`src/rtl/fwd_pkg.sv`:
```
// fwd_pkg
// Shared definitions for the operand-forwarding scoreboard.
//   DATA_W_DEF / REG_AW_DEF : default data and register-address widths
//   REG_ZERO                : the hardwired-zero register; it is never
//                             recorded as a destination and never matched
//   entry_t                 : layout of one in-flight write at default widths
package fwd_pkg;

    localparam int DATA_W_DEF = 16;
    localparam int REG_AW_DEF = 4;
    localparam int REG_ZERO   = 0;

    typedef struct packed {
        logic                  valid;
        logic [REG_AW_DEF-1:0] addr;
        logic                  ready;
        logic [DATA_W_DEF-1:0] data;
    } entry_t;

endpackage

```
`src/rtl/fwd_lookup.sv`:
```
// fwd_lookup
// Single-port priority match over the in-flight entry vector.
// Returns the youngest (lowest-index) valid entry whose destination equals
// src_addr. Register zero never matches.
// Ports:
//   ent_valid/ent_addr/ent_ready/ent_data : entry vector, slot 0 youngest
//   src_addr                              : register being read
//   hit                                   : a matching entry exists
//   ready                                 : the winning entry holds its data
//   data                                  : data of the winning entry
module fwd_lookup
    import fwd_pkg::*;
#(
    parameter int DATA_W = DATA_W_DEF,
    parameter int REG_AW = REG_AW_DEF,
    parameter int DEPTH  = 3
) (
    input  logic [DEPTH-1:0]             ent_valid,
    input  logic [DEPTH-1:0][REG_AW-1:0] ent_addr,
    input  logic [DEPTH-1:0]             ent_ready,
    input  logic [DEPTH-1:0][DATA_W-1:0] ent_data,
    input  logic [REG_AW-1:0]            src_addr,
    output logic                         hit,
    output logic                         ready,
    output logic [DATA_W-1:0]            data
);

    // Scan from oldest to youngest so the youngest match overwrites any
    // older one; an older ready entry therefore cannot mask a younger
    // unready one.
    always_comb begin
        hit   = 1'b0;
        ready = 1'b0;
        data  = '0;
        for (int i = DEPTH - 1; i >= 0; i--) begin
            if (ent_valid[i] && (ent_addr[i] == src_addr) &&
                (src_addr != REG_AW'(REG_ZERO))) begin
                hit   = 1'b1;
                ready = ent_ready[i];
                data  = ent_data[i];
            end
        end
    end

endmodule

```
`src/rtl/fwd_scoreboard.sv`:
```
// fwd_scoreboard
// Operand-forwarding and load-use hazard unit. A DEPTH-entry shift register
// records every in-flight register write; each of NUM_SRC read ports takes
// the youngest matching in-flight value or falls back to register-file data,
// and a stall is raised when the youngest match is a load still waiting.
// Optional feature macro: FWD_STATS_EN adds saturating stall/forward counters.
// Ports:
//   clk, rst                 : clock, synchronous active-high reset
//   hold_i                   : freeze all entries
//   flush_i                  : squash slot 0 and the incoming write
//   wr_valid_i/addr/ready/data : write entering EX
//   ld_valid_i, ld_data_i    : load data for the entry in LD_SLOT
//   src_addr_i, rf_data_i    : packed read addresses and register-file data
//   src_data_o, src_fwd_o    : resolved operands and per-port forward flags
//   stall_o                  : load-use hazard on any port
//   stall_cnt_o, fwd_cnt_o   : statistics (FWD_STATS_EN only)
module fwd_scoreboard
    import fwd_pkg::*;
#(
    parameter int DATA_W  = DATA_W_DEF,
    parameter int REG_AW  = REG_AW_DEF,
    parameter int DEPTH   = 3,
    parameter int NUM_SRC = 2,
    parameter int LD_SLOT = 1
) (
    input  logic                      clk,
    input  logic                      rst,
    input  logic                      hold_i,
    input  logic                      flush_i,
    input  logic                      wr_valid_i,
    input  logic [REG_AW-1:0]         wr_addr_i,
    input  logic                      wr_ready_i,
    input  logic [DATA_W-1:0]         wr_data_i,
    input  logic                      ld_valid_i,
    input  logic [DATA_W-1:0]         ld_data_i,
    input  logic [NUM_SRC*REG_AW-1:0] src_addr_i,
    input  logic [NUM_SRC*DATA_W-1:0] rf_data_i,
    output logic [NUM_SRC*DATA_W-1:0] src_data_o,
    output logic [NUM_SRC-1:0]        src_fwd_o,
`ifdef FWD_STATS_EN
    output logic [15:0]               stall_cnt_o,
    output logic [15:0]               fwd_cnt_o,
`endif
    output logic                      stall_o
);

    // A load parked in the last slot has no successor to land in when the
    // pipeline advances, so its completion is simply dropped with it.
    localparam bit LD_HAS_NEXT = (LD_SLOT + 1 < DEPTH);
    localparam int LD_NEXT     = LD_HAS_NEXT ? LD_SLOT + 1 : LD_SLOT;

    logic [DEPTH-1:0]             valid_q;
    logic [DEPTH-1:0]             ready_q;
    logic [DEPTH-1:0][REG_AW-1:0] addr_q;
    logic [DEPTH-1:0][DATA_W-1:0] data_q;

    logic ld_hit;
    assign ld_hit = ld_valid_i && valid_q[LD_SLOT] && !ready_q[LD_SLOT];

    // Entry pipeline. The load-completion assignment comes after the shift
    // copy so it wins when both target the same slot.
    always_ff @(posedge clk) begin
        if (rst) begin
            valid_q <= '0;
            ready_q <= '0;
            addr_q  <= '0;
            data_q  <= '0;
        end else if (!hold_i) begin
            for (int i = 1; i < DEPTH; i++) begin
                valid_q[i] <= valid_q[i-1] & ~(flush_i && (i == 1));
                addr_q[i]  <= addr_q[i-1];
                ready_q[i] <= ready_q[i-1];
                data_q[i]  <= data_q[i-1];
            end
            valid_q[0] <= wr_valid_i & ~flush_i & (wr_addr_i != REG_AW'(REG_ZERO));
            addr_q[0]  <= wr_addr_i;
            ready_q[0] <= wr_ready_i;
            data_q[0]  <= wr_data_i;
            if (LD_HAS_NEXT && ld_hit) begin
                ready_q[LD_NEXT] <= 1'b1;
                data_q[LD_NEXT]  <= ld_data_i;
            end
        end else if (ld_hit) begin
            ready_q[LD_SLOT] <= 1'b1;
            data_q[LD_SLOT]  <= ld_data_i;
        end
    end

    logic [NUM_SRC-1:0]             lk_hit;
    logic [NUM_SRC-1:0]             lk_ready;
    logic [NUM_SRC-1:0][DATA_W-1:0] lk_data;

    for (genvar k = 0; k < NUM_SRC; k++) begin : g_port
        fwd_lookup #(
            .DATA_W (DATA_W),
            .REG_AW (REG_AW),
            .DEPTH  (DEPTH)
        ) u_lookup (
            .ent_valid (valid_q),
            .ent_addr  (addr_q),
            .ent_ready (ready_q),
            .ent_data  (data_q),
            .src_addr  (src_addr_i[k*REG_AW +: REG_AW]),
            .hit       (lk_hit[k]),
            .ready     (lk_ready[k]),
            .data      (lk_data[k])
        );
    end

    // Output resolution. During reset the entries may still hold stale
    // contents, so forwarding and stalls are masked until they are cleared.
    always_comb begin
        src_data_o = rf_data_i;
        src_fwd_o  = '0;
        stall_o    = 1'b0;
        for (int k = 0; k < NUM_SRC; k++) begin
            if (!rst && lk_hit[k]) begin
                if (lk_ready[k]) begin
                    src_fwd_o[k]                   = 1'b1;
                    src_data_o[k*DATA_W +: DATA_W] = lk_data[k];
                end else begin
                    stall_o = 1'b1;
                end
            end
        end
    end

`ifdef FWD_STATS_EN
    logic [15:0] fwd_pop;
    logic [16:0] fwd_sum;

    always_comb begin
        fwd_pop = '0;
        for (int k = 0; k < NUM_SRC; k++) begin
            fwd_pop = fwd_pop + 16'(src_fwd_o[k]);
        end
        fwd_sum = {1'b0, fwd_cnt_o} + {1'b0, fwd_pop};
    end

    // Counters only advance while the pipeline moves and stick at all-ones.
    always_ff @(posedge clk) begin
        if (rst) begin
            stall_cnt_o <= '0;
            fwd_cnt_o   <= '0;
        end else if (!hold_i) begin
            if (stall_o && (stall_cnt_o != 16'hFFFF)) begin
                stall_cnt_o <= stall_cnt_o + 16'd1;
            end
            fwd_cnt_o <= fwd_sum[16] ? 16'hFFFF : fwd_sum[15:0];
        end
    end
`endif

endmodule

```
`config.mk`:
```
export PLATFORM = sky130hd
export DESIGN_NAME = fwd_scoreboard
export DESIGN_NICKNAME = d
export VERILOG_FILES = /design/src/rtl/fwd_pkg.sv /design/src/rtl/fwd_lookup.sv /design/src/rtl/fwd_scoreboard.sv
export SDC_FILE = /design/constraint.sdc
export NUM_CORES = 1
export LEC_CHECK = 0
export BUFFER_PORTS_ARGS = -buffer_cell sky130_fd_sc_hd__buf_2
export CORE_MARGIN = 4
export CORE_UTILIZATION = 45
export DETAILED_ROUTE_END_ITERATION = 10
export PLACE_DENSITY = 0.81
export SLEW_MARGIN = 10
export SYNTH_ARGS = -nofsm -noshare
export SYNTH_HDL_FRONTEND = slang
export SYNTH_SLANG_ARGS = --single-unit
export TNS_END_PERCENT = 100
```
`constraint.sdc`:
```
create_clock -name clk -period 3.35 [get_ports clk]
set_input_delay 0.8375 -clock clk [delete_from_list [all_inputs] [get_ports clk]]
set_output_delay 0.8375 -clock clk [all_outputs]
set_load 0.005 [all_outputs]
```
==> summary.md <==
| Metric | Value |
|---|---|
| Leakage power | `2.60 nW` |
| Clock Latency Late Sink | `0.34 ns` |
| DRC viols | `0` |
| Cell taking the most area after synthesis | `dfxtp_1` |
| Post-synthesis simple-gate area fraction | `17.8%` |
| GRT Total Usage | `22.2%` |
| Fin area | `5720 sq um` |
| IO Count | `118` |
| Avg Inst Size Synth | `8.57 sq um` |
| Max Slew Vio Count | `0` |
| CP Max Fanout | `11` |
| FFs w/ async S/R, synth | `0%` |
| Total Wirelength | `12900 um` |
| CP startpoint kind | `primary input` |
| Row count | `34` |
| WP data arrival | `2.60 ns` |
| Die W | `103 um` |
| Total of max-cap violations | `0` |
| Number of synthesized flops with an enable pin | `0` |
| Final HPWL DP | `8080 um` |
| First-pass GRT wire length | `18500 um` |
| Synth Area in XOR/XNOR | `3.90%` |
| Final setup viols | `32` |
| Core Area | `8720 sq um` |
| Setup Crit Path Kind | `in2out` |
| Pre-CTS setup slack | `-0.119 ns` |
| Drt first pass iters | `5` |
| Synth Cell Area | `4040 sq um` |
| Final net count | `679` |
| Die Y | `103 um` |
| Initial antenna violation count | `0` |
| CTS tree | `done` |
| Post-DR vias/cell | `5.84` |
| Synth cell types | `51` |
| Max Freq | `0.291 GHz` |
| I/O Buffers | `117` |
| #FFs+latches synth | `66` |
| Clock Tree Buf Depth | `2` |
| Total power | `1.82 mW` |
| Placed inst area | `4840 sq um` |
| Fin crit share | `103%` |
| Violated checks | `negative setup slack` |
| Routed len/inst | `18.3 um` |
| Post-synthesis adder-cell area fraction | `0%` |
| Gr ovfl total | `0` |
| RSZ-0062 raised after global routing | `true` |
| Largest net degree at the start of global routing | `62` |
| Hold-fix buffers at CTS | `0` |
| Layout area overhead | `41.6%` |
| Pwr dens | `317 nW/um^2` |
| Fin worst setup slack | `-0.0848 ns` |
| Initial DRC count | `297` |
| Clock skew | `0.0108 ns` |
| Clock sinks | `66` |
| Worst EP required | `2.51 ns` |
| Max IR drop VDD | `0.228 mV` |
| Worst min path class | `reg2reg` |
| Max H-tree Level | `3` |
| Main area contributors after synthesis | `dfxtp_1 (33%), mux2i_1 (11%), nor2_1 (11%), mux2_4 (6.7%), mux2_2 (3.9%)` |
| Final ANT Viol Nets | `0` |
| Synthesized instance count | `471` |
| Ratio of cells with drive above 1 in the final layout | `43.3%` |
| Synth Flop Type | `dfxtp_1` |
| Die area | `10600 sq um` |
| Min Tclk post-route | `3.43 ns` |
| Vias in the first global route | `3831` |
| Setup Total Neg Slack | `-1.38 ns` |
| Slew @ Worst Pin | `0.686 ns` |
| YS warnings | `0` |
| Synth Area in Compound Gates | `18.3%` |
| Yosys top cell area share | `32.7%` |
| Combinational family with the most area after synthesis | `multiplexers` |
| Worst setup EP type | `primary output` |
| Final Core Density | `65.6%` |
| Multiplexer area fraction after synthesis | `22.6%` |
| Run status | `complete, but fails checks` |
| Clock Tree Root | `clkbuf_8` |
| GP Congestion | `0.873` |
| Vias | `4133` |
| Synth Net Count | `554` |
| Starting Density | `46.3%` |
| Clock transition at the registers of the reported paths | `0.07 ns` |
| Antenna Cells | `0` |
| Register area share after synthesis | `32.7%` |
| Slew HR | `54.2%` |
| Num CTS Buffers | `9` |
| Hold Vio Cnt, Final | `0` |
-- flip-flops by register name (all words and copies together), names as in the netlist --
signal and count:
data_q 48, ready_q 3, valid_q 3, addr_q 12
-- kinds of logic after synthesis --
group | after synthesis
and+or+nand+nor | 166
AOI/OAI and AO/OA | 100
muxes | 79
DFF | 66
buffers and inverters | 42
xor gates and xnor gates | 18
-- cell usage after synthesis (2+ instances only) --
library cell and instances:
and2_1 2, inv_1 3, or2_2 2, a211oi_1 17, buf_2 6, nand4_1 4
nor2_1 118, mux2i_1 46, or3_1 2, buf_6 3, o21ai_0 16, a22oi_1 16
buf_1 5, nand2_1 22, a221oi_1 16, a21oi_1 21, clkbuf_1 24, nor3_1 3
xnor2_1 18, mux2_4 18, mux2_2 14, dfxtp_1 66
-- metrics by stage --
step	hold WS, ns	std cells
3_3_place_gp	0.495	684
2_1_floorplan	0.478	471
5_1_grt	0.550	708
6_report	0.523	708
4_1_cts	0.523	702
3_5_place_dp	0.508	684
-- metal layers --
layer	vias up	routed length, um	GRT usage (%)
met2	222	6480	37.3
met3	40	1020	4.67
met4	0	377	7.57
met5	-	0	0
li1	1921	-	-
met1	1950	5050	28.3
-- path summary, 6_finish.rpt --
path,depth (start not counted),endpoint,from,slack (ns)
worst max-delay path,9,src_data_o[6],src_addr_i[0],-0.08
worst min-delay path,2,data_q[30],data_q[14],0.52
worst min register to register,2,data_q[30],data_q[14],0.52
worst max register to register,6,data_q[35],ready_q[1],1.72
-- repair_timing --
item | in CTS | in global routing
buffers inserted | 3 | 6
cloned | 0 | 1
pin swaps | 9 | 6
setup endpoints to repair | 33 | 33
gates resized for setup | 61 | 78
-- final cells by class --
cell class,instances,area (sq um)
fillers,608,3000
multi-input cells,363,2900
flip-flops and latches,66,1320
repair buffers,153,1180
clock buffers,13,159
well taps,108,135
clock inverters,2,12.5
inverters,3,11.3
-- critical path, stage by stage --
cell and delay, ns:
buf_8 0.10, or2_0 0.19, o21a_1 0.25, o211a_4 0.27
a221oi_4 0.26, nor3_4 0.09, buf_12 0.17, mux2_4 0.30
buf_6 0.12
-- layout by cell type, fill, tap and decap left out, types with 9 or more instances in the layout --
cell type / n
dfxtp_1: 65
a211oi_1: 17
mux2_4: 32
a21oi_1: 20
mux2i_1: 46
nand2_1: 22
clkbuf_8: 11
buf_6: 39
a221oi_2: 12
buf_2: 79
o21ai_1: 9
nor2_1: 117
buf_4: 27
-- report_power, final --
group	switching [mW]	internal, mW
sequential	0.0468	0.823
clock	0.306	0.305
combinational	0.147	0.188
(Power assumes the default switching activity.)
